[src/rtl/obstacle_spawner.sv]
`default_nettype none
// ============================================================================
//  Module   : obstacle_spawner
//  Purpose  : Frame-rate scheduler for a bank of obstacle slots. It decides
//             when a new obstacle enters, which free slot takes it, and which
//             type it gets, subject to a speed gate and a duplicate limit.
//  Revision : 1.0  initial release
// ============================================================================
module obstacle_spawner #(
   parameter int SLOT_COUNT      = 3,
   parameter int CLEAR_FRAMES    = 180,
   parameter int MAX_DUPLICATION = 2,
   parameter int PTERO_MIN_SPEED = 8704,
   parameter int GAME_WIDTH      = 640
) (
   input  logic                     clk,
   input  logic                     rst,
   input  logic                     update_i,
   input  logic                     game_start_i,
   input  logic                     crash_i,
   input  logic [14:0]              speed_i,
   input  logic [10:0]              rng_data_i,
   input  logic [SLOT_COUNT-1:0]    slot_remove_i,
   input  logic [SLOT_COUNT*11-1:0] slot_x_pos_i,
   input  logic [SLOT_COUNT*10-1:0] slot_width_i,
   input  logic [SLOT_COUNT*11-1:0] slot_gap_i,
   output logic [SLOT_COUNT-1:0]    slot_start_o,
   output logic [SLOT_COUNT*3-1:0]  slot_typ_o,
   output logic [SLOT_COUNT-1:0]    occupied_o,
   output logic [2:0]               last_type_o,
   output logic [1:0]               dup_count_o
);

   // Obstacle type encoding shared with the obstacle instances
   localparam logic [2:0] TYP_NONE  = 3'd0;
   localparam logic [2:0] TYP_SMALL = 3'd1;
   localparam logic [2:0] TYP_LARGE = 3'd2;
   localparam logic [2:0] TYP_PTERO = 3'd3;

   localparam int IW = (SLOT_COUNT > 1) ? $clog2(SLOT_COUNT) : 1;
   localparam int CW = (CLEAR_FRAMES > 2) ? $clog2(CLEAR_FRAMES) : 1;

   typedef enum logic [1:0] {
      S_IDLE    = 2'd0,
      S_CLEAR   = 2'd1,
      S_ACTIVE  = 2'd2,
      S_CRASHED = 2'd3
   } state_t;

   state_t                  state_q, state_d;
   logic [CW-1:0]           cnt_q, cnt_d;
   logic [SLOT_COUNT-1:0]   start_q, start_d;
   logic [SLOT_COUNT*3-1:0] typ_q, typ_d;
   logic [SLOT_COUNT-1:0]   occ_q, occ_d;
   logic [2:0]              last_q, last_d;
   logic [1:0]              dup_q, dup_d;
   logic [IW-1:0]           lslot_q, lslot_d;

   logic [IW-1:0] tgt;
   logic          tgt_found;
   logic [10:0]   l_x;
   logic [9:0]    l_w;
   logic [10:0]   l_g;
   logic          l_free;
   logic [12:0]   right_edge;
   logic          gap_ok;
   logic          spawn;
   logic [2:0]    cand;
   logic [2:0]    typ_fin;
   logic          unused_rng;

   // Only the low two random bits pick the type
   assign unused_rng = ^rng_data_i[10:2];

   // State register and all scheduler state
   always_ff @(posedge clk) begin
      if (rst) begin
         state_q <= S_IDLE;
         cnt_q   <= '0;
         start_q <= '0;
         typ_q   <= '0;
         occ_q   <= '0;
         last_q  <= TYP_NONE;
         dup_q   <= 2'd0;
         lslot_q <= '0;
      end else begin
         state_q <= state_d;
         cnt_q   <= cnt_d;
         start_q <= start_d;
         typ_q   <= typ_d;
         occ_q   <= occ_d;
         last_q  <= last_d;
         dup_q   <= dup_d;
         lslot_q <= lslot_d;
      end
   end

   // Game-phase FSM; crash overrides every other transition
   always_comb begin
      state_d = state_q;
      cnt_d   = cnt_q;
      if (update_i) begin
         if (crash_i) begin
            state_d = S_CRASHED;
         end else begin
            case (state_q)
               S_IDLE: begin
                  if (game_start_i) begin
                     state_d = S_CLEAR;
                     cnt_d   = CW'(CLEAR_FRAMES - 1);
                  end
               end
               S_CLEAR: begin
                  if (cnt_q == '0) state_d = S_ACTIVE;
                  else             cnt_d   = cnt_q - CW'(1);
               end
               default: state_d = state_q;
            endcase
         end
      end
   end

   // Spawn eligibility: lowest free slot and clearance behind the last spawn
   always_comb begin
      tgt       = '0;
      tgt_found = 1'b0;
      l_x       = '0;
      l_w       = '0;
      l_g       = '0;
      l_free    = 1'b0;
      for (int i = 0; i < SLOT_COUNT; i++) begin
         if (!occ_q[i] && !tgt_found) begin
            tgt       = IW'(i);
            tgt_found = 1'b1;
         end
         if (lslot_q == IW'(i)) begin
            l_x    = slot_x_pos_i[i*11 +: 11];
            l_w    = slot_width_i[i*10 +: 10];
            l_g    = slot_gap_i[i*11 +: 11];
            l_free = !occ_q[i];
         end
      end
      right_edge = {{2{l_x[10]}}, l_x} + {3'b000, l_w} + {2'b00, l_g};
      gap_ok     = $signed(right_edge) < $signed(13'(GAME_WIDTH));
      spawn      = update_i && !crash_i && (state_q == S_ACTIVE) && tgt_found &&
                   ((occ_q == '0) || l_free || gap_ok);
   end

   // Type choice: random pick, then speed gate, then duplicate substitution
   always_comb begin
      case (rng_data_i[1:0])
         2'd1:    cand = TYP_LARGE;
         2'd2:    cand = TYP_PTERO;
         default: cand = TYP_SMALL;
      endcase
      if (cand == TYP_PTERO && speed_i < 15'(PTERO_MIN_SPEED)) cand = TYP_SMALL;
      typ_fin = cand;
      if (cand == last_q && {30'd0, dup_q} >= MAX_DUPLICATION) begin
         typ_fin = (cand == TYP_SMALL) ? TYP_LARGE : TYP_SMALL;
      end
   end

   // Slot bookkeeping: frees, spawns, start pulse and duplicate tracking
   always_comb begin
      start_d = start_q;
      typ_d   = typ_q;
      occ_d   = occ_q;
      last_d  = last_q;
      dup_d   = dup_q;
      lslot_d = lslot_q;
      if (update_i) begin
         start_d = '0;
         if (!crash_i && state_q != S_CRASHED) begin
            // A slot still being started reports a stale remove; ignore it
            for (int i = 0; i < SLOT_COUNT; i++) begin
               if (slot_remove_i[i] && occ_q[i] && !start_q[i]) begin
                  occ_d[i]          = 1'b0;
                  typ_d[i*3 +: 3]   = TYP_NONE;
               end
            end
            if (spawn) begin
               for (int i = 0; i < SLOT_COUNT; i++) begin
                  if (tgt == IW'(i)) begin
                     start_d[i]      = 1'b1;
                     occ_d[i]        = 1'b1;
                     typ_d[i*3 +: 3] = typ_fin;
                  end
               end
               lslot_d = tgt;
               if (typ_fin == last_q) begin
                  dup_d = (dup_q == 2'd3) ? 2'd3 : dup_q + 2'd1;
               end else begin
                  dup_d  = 2'd1;
                  last_d = typ_fin;
               end
            end
         end
      end
   end

   assign slot_start_o = start_q;
   assign slot_typ_o   = typ_q;
   assign occupied_o   = occ_q;
   assign last_type_o  = last_q;
   assign dup_count_o  = dup_q;

endmodule
`default_nettype wire

[config.mk]
export PLATFORM = sky130hd
export DESIGN_NAME = obstacle_spawner
export DESIGN_NICKNAME = d
export VERILOG_FILES = /design/src/rtl/obstacle_spawner.sv
export SDC_FILE = /design/constraint.sdc
export NUM_CORES = 1
export LEC_CHECK = 0
export BUFFER_PORTS_ARGS = -buffer_cell sky130_fd_sc_hd__buf_2
export CELL_PAD_IN_SITES_DETAIL_PLACEMENT = 1
export CELL_PAD_IN_SITES_GLOBAL_PLACEMENT = 2
export CORE_MARGIN = 1
export CORE_UTILIZATION = 26
export DETAILED_ROUTE_END_ITERATION = 8
export PLACE_DENSITY = 0.93
export SYNTH_ARGS = -nofsm -noshare
export SYNTH_HDL_FRONTEND = slang
export SYNTH_SLANG_ARGS = --single-unit
[constraint.sdc]
create_clock -name clk -period 9.85 [get_ports clk]
set_input_delay 1.4775 -clock clk [delete_from_list [all_inputs] [get_ports clk]]
set_output_delay 1.4775 -clock clk [all_outputs]
set_load 0.02 [all_outputs]
# == Word-level counts from Yosys, hierarchy flattened ==
# Cells that the tools add are included.
# op_classes
add_sub_neg,4
n_eq_ne,18
reduce_logical,37
mux,49
bitwise_logic,2
n_lt_le_gt_ge,3
# op_table
operator,n
$mux W11,6
$mux W3,11
$mux W10,3
$mux W1,16
$mux W8,2
$pmux W8 S2,1
$logic_and A1 B1 Y1,15
$lt A15 B14 Y1 const B,1
$mux W2,7
$add A12 B12 Y13,1
$lt A13 B11 Y1 const B,1
$add A11 B11 Y12,1
$eq A2 B2 Y1 const B,5
$mux W9,1
$eq A2 B1 Y1 const B,4
$logic_not A1 Y1,8
$logic_not A8 Y1,1
$pmux W2 S2,2
$reduce_and A4 Y1,2
$sub A8 B1 Y8 const B,1
$eq A3 B3 Y1,2
$logic_not A2 Y1,3
$ne A2 B2 Y1 const B,3
$ne A3 B3 Y1 const B,2
other kinds (12),14
# word_totals
output_inout_bits,20
reg_bits,32

# == Longest topological paths before layout ==
# depth
depth_word,11
ltp_mapped,17
depth_no_buf,14

# == Worst setup path before layout ==
# OpenSTA, ideal clock, no wires.
# synth_timing
kind,input port to flip-flop
from,in slot_x_pos_i[16]
to,reg typ_q[0] (netlist: slot_typ_o[0])
slack_ps,5156
stages,15
arrival_time_ps,4619
cell_sequence,mux2i_1 nor2_1 a21oi_1 fa_1 inv_1 ha_1 a21o_1 a221oi_1 o21ai_2 mux2_1 a211o_1 a311oi_4 buf_6 o211ai_1 a31oi_1
# synth_via
elab_chain_len,8
# synth_lines
item,line_no,source
"start, declared",24,"input logic [SLOT_COUNT*11-1:0] slot_x_pos_i,"
$mux W11 (2 in a row),136,if (lslot_q == IW'(i)) begin
$add A11 B11 Y12,143,"right_edge = {{2{l_x[10]}}, l_x} + {3'b000, l_w} + {2'b00, l_g};"
$add A12 B12 Y13,143,
$lt A13 B11 Y1,144,gap_ok = $signed(right_edge) < $signed(13'(GAME_WIDTH));
$logic_or A1 B1 Y1,146,((occ_q == '0) || l_free || gap_ok);
$logic_and A1 B1 Y1,145,spawn = update_i && !crash_i && (state_q == S_ACTIVE) && tgt_found &&
$mux W9,181,if (spawn) begin
"end signal, assigned",90,typ_q <= typ_d;
"end, declared",53,"logic [SLOT_COUNT*3-1:0] typ_q, typ_d;"
# No other way between the ends.
# A chain may end at the register's enable or synchronous reset.

# == Worst setup path after layout ==
# layout_timing
from,in slot_x_pos_i[16]
to,reg dup_q[1] (netlist: dup_count_o[1])
# layout_via
elab_chain_len,8
# layout_lines
item,line_no,source
$mux W11 (2 in a row),136,
$add A11 B11 Y12,143,
$add A12 B12 Y13,143,
$lt A13 B11 Y1,144,
$logic_or A1 B1 Y1,146,
$logic_and A1 B1 Y1,145,
$reduce_and A3 Y1 (no source line),n/a,
"end signal, assigned",93,dup_q <= dup_d;
"end, declared",56,"logic [1:0] dup_q, dup_d;"
# No other way between the ends.

==> metrics.txt <==
run status=finished, final reports clean; endpoint of the lowest-slack register-to-register path=dup_count_o[1]; Setup-failing EPs final=0; netlist area before placement=2874 µm²; number of antenna violations at the first check in global routing=0; # fillers=1355; Cell variety after synth=55; clock transition at the registers of the reported paths=70 ps; share of the yosys chip area belonging to registers=0.2159; Lkg Pwr=approximately 1.6 nW; WL final=about 9000 µm; Clock Root Buffer=sky130_fd_sc_hd__clkbuf_8; Final Hold Fails=0; Post-synth ARST share=0; Flop pwr share=0.378; core region area=10790 µm²; Setup Crit Path Kind=input pin to flop; I/O pin cnt=150; Die Wd=approximately 110 µm; Syn Nets=520; number of buffers inserted by post-CTS setup repair=0; number of search-and-repair iterations in the first detailed-routing pass=4; HPWL after DPL=around 7300 µm; worst setup slack after placement=4529 ps; clock share of power=0.278; total congestion overflow after global routing=0; min-delay worst type=flop to flop; combinational share of power=0.344; Total Neg Setup Slack=0 ps; Psw=around 130 µW; maximum level of the CTS H-tree=2; highest clock rate=~200 MHz; Area growth, synth to finish=29.12%; antenna cells=0; cts bufs inserted=5; arrival time worst endpoint=between 5000 and 6000 ps; Final nets=between 600 and 700; crit-path cells=buf_2 > mux2i_1 > nor2_1 > a21oi_1 > fa_1 > inv_1 > ha_1 > a21o_1 > a221oi_1 > o21ai_2 > mux2_1 > a211o_1 > a311oi_4 > nor4b_1 > nor3_1; starting utilization of the core area=0.2663; worst-case clock buffer depth=2; wire per inst=between 10 and 15 µm; Die Footprint=about 11000 µm²; synthesized netlist cell count=367; number of placed cells counting well taps=between 600 and 700; fraction of layout cells with a size suffix above 1=0.2992; count of warnings emitted by yosys=0; initial detailed-routing violation count=between 80 and 90; commonest cells after routing, fill and taps aside=sky130_fd_sc_hd__buf_2 (130), sky130_fd_sc_hd__a21oi_1 (49), sky130_fd_sc_hd__nor2_1 (35); largest net degree at the start of global routing=38; wire length of the first global-routing pass=14580 µm; Max Slew Vio Count=0; peak fanout along the critical path=15; Main synth FF type=sky130_fd_sc_hd__dfxtp_1; vias per cell=roughly 5; worst IR drop on VDD=61.51 µV; number of global-route vias before repair=3165; cell area after placement=3627 µm²; Critical Path End Type=flop; shortest period the worst path allows=~5000 ps; Worst Slack Setup Final=4825 ps; summed area of non-filler cells in the final layout=~3700 µm²; flip-flop and latch count after synthesis=31; switch share=0.3495; Critical path origin=slot_x_pos_i[16]; Power per Cell Area=approximately 97 nW/µm²; Synth Area per Inst=~7.8 µm²; via count=between 3000 and 4000; final standard cell count with taps included and fillers excluded=roughly 630; most common cell after layout, fill and taps aside=sky130_fd_sc_hd__buf_2; number of port buffers=between 100 and 150; vertical extent of the die=between 100 and 150 µm; number of gates given a new drive strength after cts=0; normalized max-slew margin=0.2990; final estimated routing congestion in global placement=0.7796; drt drc=0; critical path launch point type=input pin; post-route clock skew=approximately 5.2 ps; start of the worst register-to-register path=lslot_q[0]; unrepaired setup endpoints after global routing=false; Int Power=approximately 240 µW; depth of the worst register-to-register path=14; Total Power=between 300 and 400 µW; hold bufs inserted after CTS=0; critical path's slowest cell=sky130_fd_sc_hd__a311oi_4; TritonCTS clock tree=built; number of standard-cell rows in the floorplan=38; max capacitance violation total=0; R2R Setup Slk=a little under 5000 ps; Clk Latency, worst-skew pair=290 ps; Routed Antenna Nets=0; Final period util=0.5101; Post-synth EDFFs=0; worst slew pin tran=about 1100 ps; Clock Sinks=31; required time of the worst setup path=roughly 10000 ps; crit path to=dup_count_o[1]; Total Routing Usage GR=0.1569; delay of the slowest critical-path stage=between 600 and 700 ps
-- worst min-delay path by stage --
stage | from | to | slack (ps) | cells past startpoint
2_1_floorplan | cnt_q[1] | cnt_q[1] | 490 | 2
3_3_place_gp | slot_typ_o[2] | slot_typ_o[2] | 470 | 1
3_5_place_dp | slot_typ_o[2] | slot_typ_o[2] | 480 | 1
4_1_cts | slot_typ_o[8] | slot_typ_o[8] | 490 | 1
5_1_grt | slot_typ_o[8] | slot_typ_o[8] | 500 | 1
6_report | slot_typ_o[8] | slot_typ_o[8] | 480 | 1
-- per-stage QoR --
stage	hold slack, ps	utilization
final	483.2	0.3438
after global routing	496.2	0.3438
after CTS	490.0	0.3438
after detailed placement	477.0	0.3361
after global placement	467.3	0.3361
after floorplan	489.5	-
-- critical path: cells and delay by family --
family / cells / cell delay (ps)
AO/OA/AOI/OAI: 6 / 1820
adder cells (fa/ha/maj): 2 / 830
buffers and inverters: 2 / 120
multiplexers: 2 / 410
AND/OR/NAND/NOR: 3 / 570
-- per-layer routing --
| metal | up-vias | GRT usage | wire (µm) |
|---|---|---|---|
| met5 | - | 0 | 0 |
| met3 | 9 | 0.02796 | 638 |
| met4 | 0 | 0.03229 | 76 |
| met2 | 103 | 0.2959 | 4405 |
| li1 | 1556 | - | - |
| met1 | 1471 | 0.1831 | 3851 |
-- cell type report --
type | count | area [µm²] | area share
Tap cell | 140 | 175.2 | 0.04720
Multi-Input combinational cell | 295 | 2082 | 0.5610
Timing Repair Buffer | 132 | 665.6 | 0.1794
Inverter | 22 | 82.58 | 0.02225
Clock buffer | 5 | 68.82 | 0.01854
Sequential cell | 31 | 621.8 | 0.1676
Clock inverter | 3 | 15.01 | 0.004046
-- cells in the mapped netlist, drive strengths merged, types with 3 or more instances --
master | count | area, µm²
and2 | 3 | 18.77
nor3 | 12 | 60.06
nand2 | 29 | 108.9
buf | 4 | 35.03
mux2i | 33 | 330.3
a311oi | 3 | 43.80
a21oi | 49 | 245.2
inv | 22 | 82.58
clkbuf | 15 | 56.30
a221oi | 3 | 32.53
fa | 9 | 180.2
o211ai | 7 | 52.55
o21a | 3 | 22.52
nand3 | 5 | 25.02
xor2 | 6 | 52.55
nor4 | 3 | 18.77
a21o | 3 | 22.52
nand2b | 9 | 56.30
a31oi | 4 | 25.02
nand3b | 5 | 37.54
dfxtp | 31 | 620.6
o21ai | 17 | 88.83
nor2b | 8 | 50.05
nor2 | 35 | 131.4
or3 | 4 | 25.02
ha | 14 | 175.2
o2111a | 3 | 33.78
-- logic make-up (layout without fill, tap and decap cells) --
family	count (synthesis)	count (layout)	synth area share
AND/OR/NAND/NOR	121	121	0.2059
other	1	1	0.001305
buffers and inverters	41	162	0.06051
multiplexers	35	35	0.1241
AO/OA/AOI/OAI	107	107	0.2442
flip-flops	31	31	0.2159
XOR/XNOR	8	8	0.02438
adder cells (fa/ha/maj)	23	23	0.1236
-- registers in the layout (all words and copies together), names as in the netlist --
name	flops
slot_typ_o	9
slot_start_o	3
state_q	2
dup_count_o	2
occupied_o	3
last_type_o	2
lslot_q	2
cnt_q	8
-- power groups by stage --
stage	Sequential, mW	Clock (mW)	Combinational [mW]
floorplan	0.139	0	0.0811
global placement	0.139	0	0.120
detailed placement	0.139	0	0.125
CTS	0.137	0.101	0.127
global route	0.138	0.106	0.142
finish	0.137	0.100	0.125
Power figures use the tool's default switching activity.
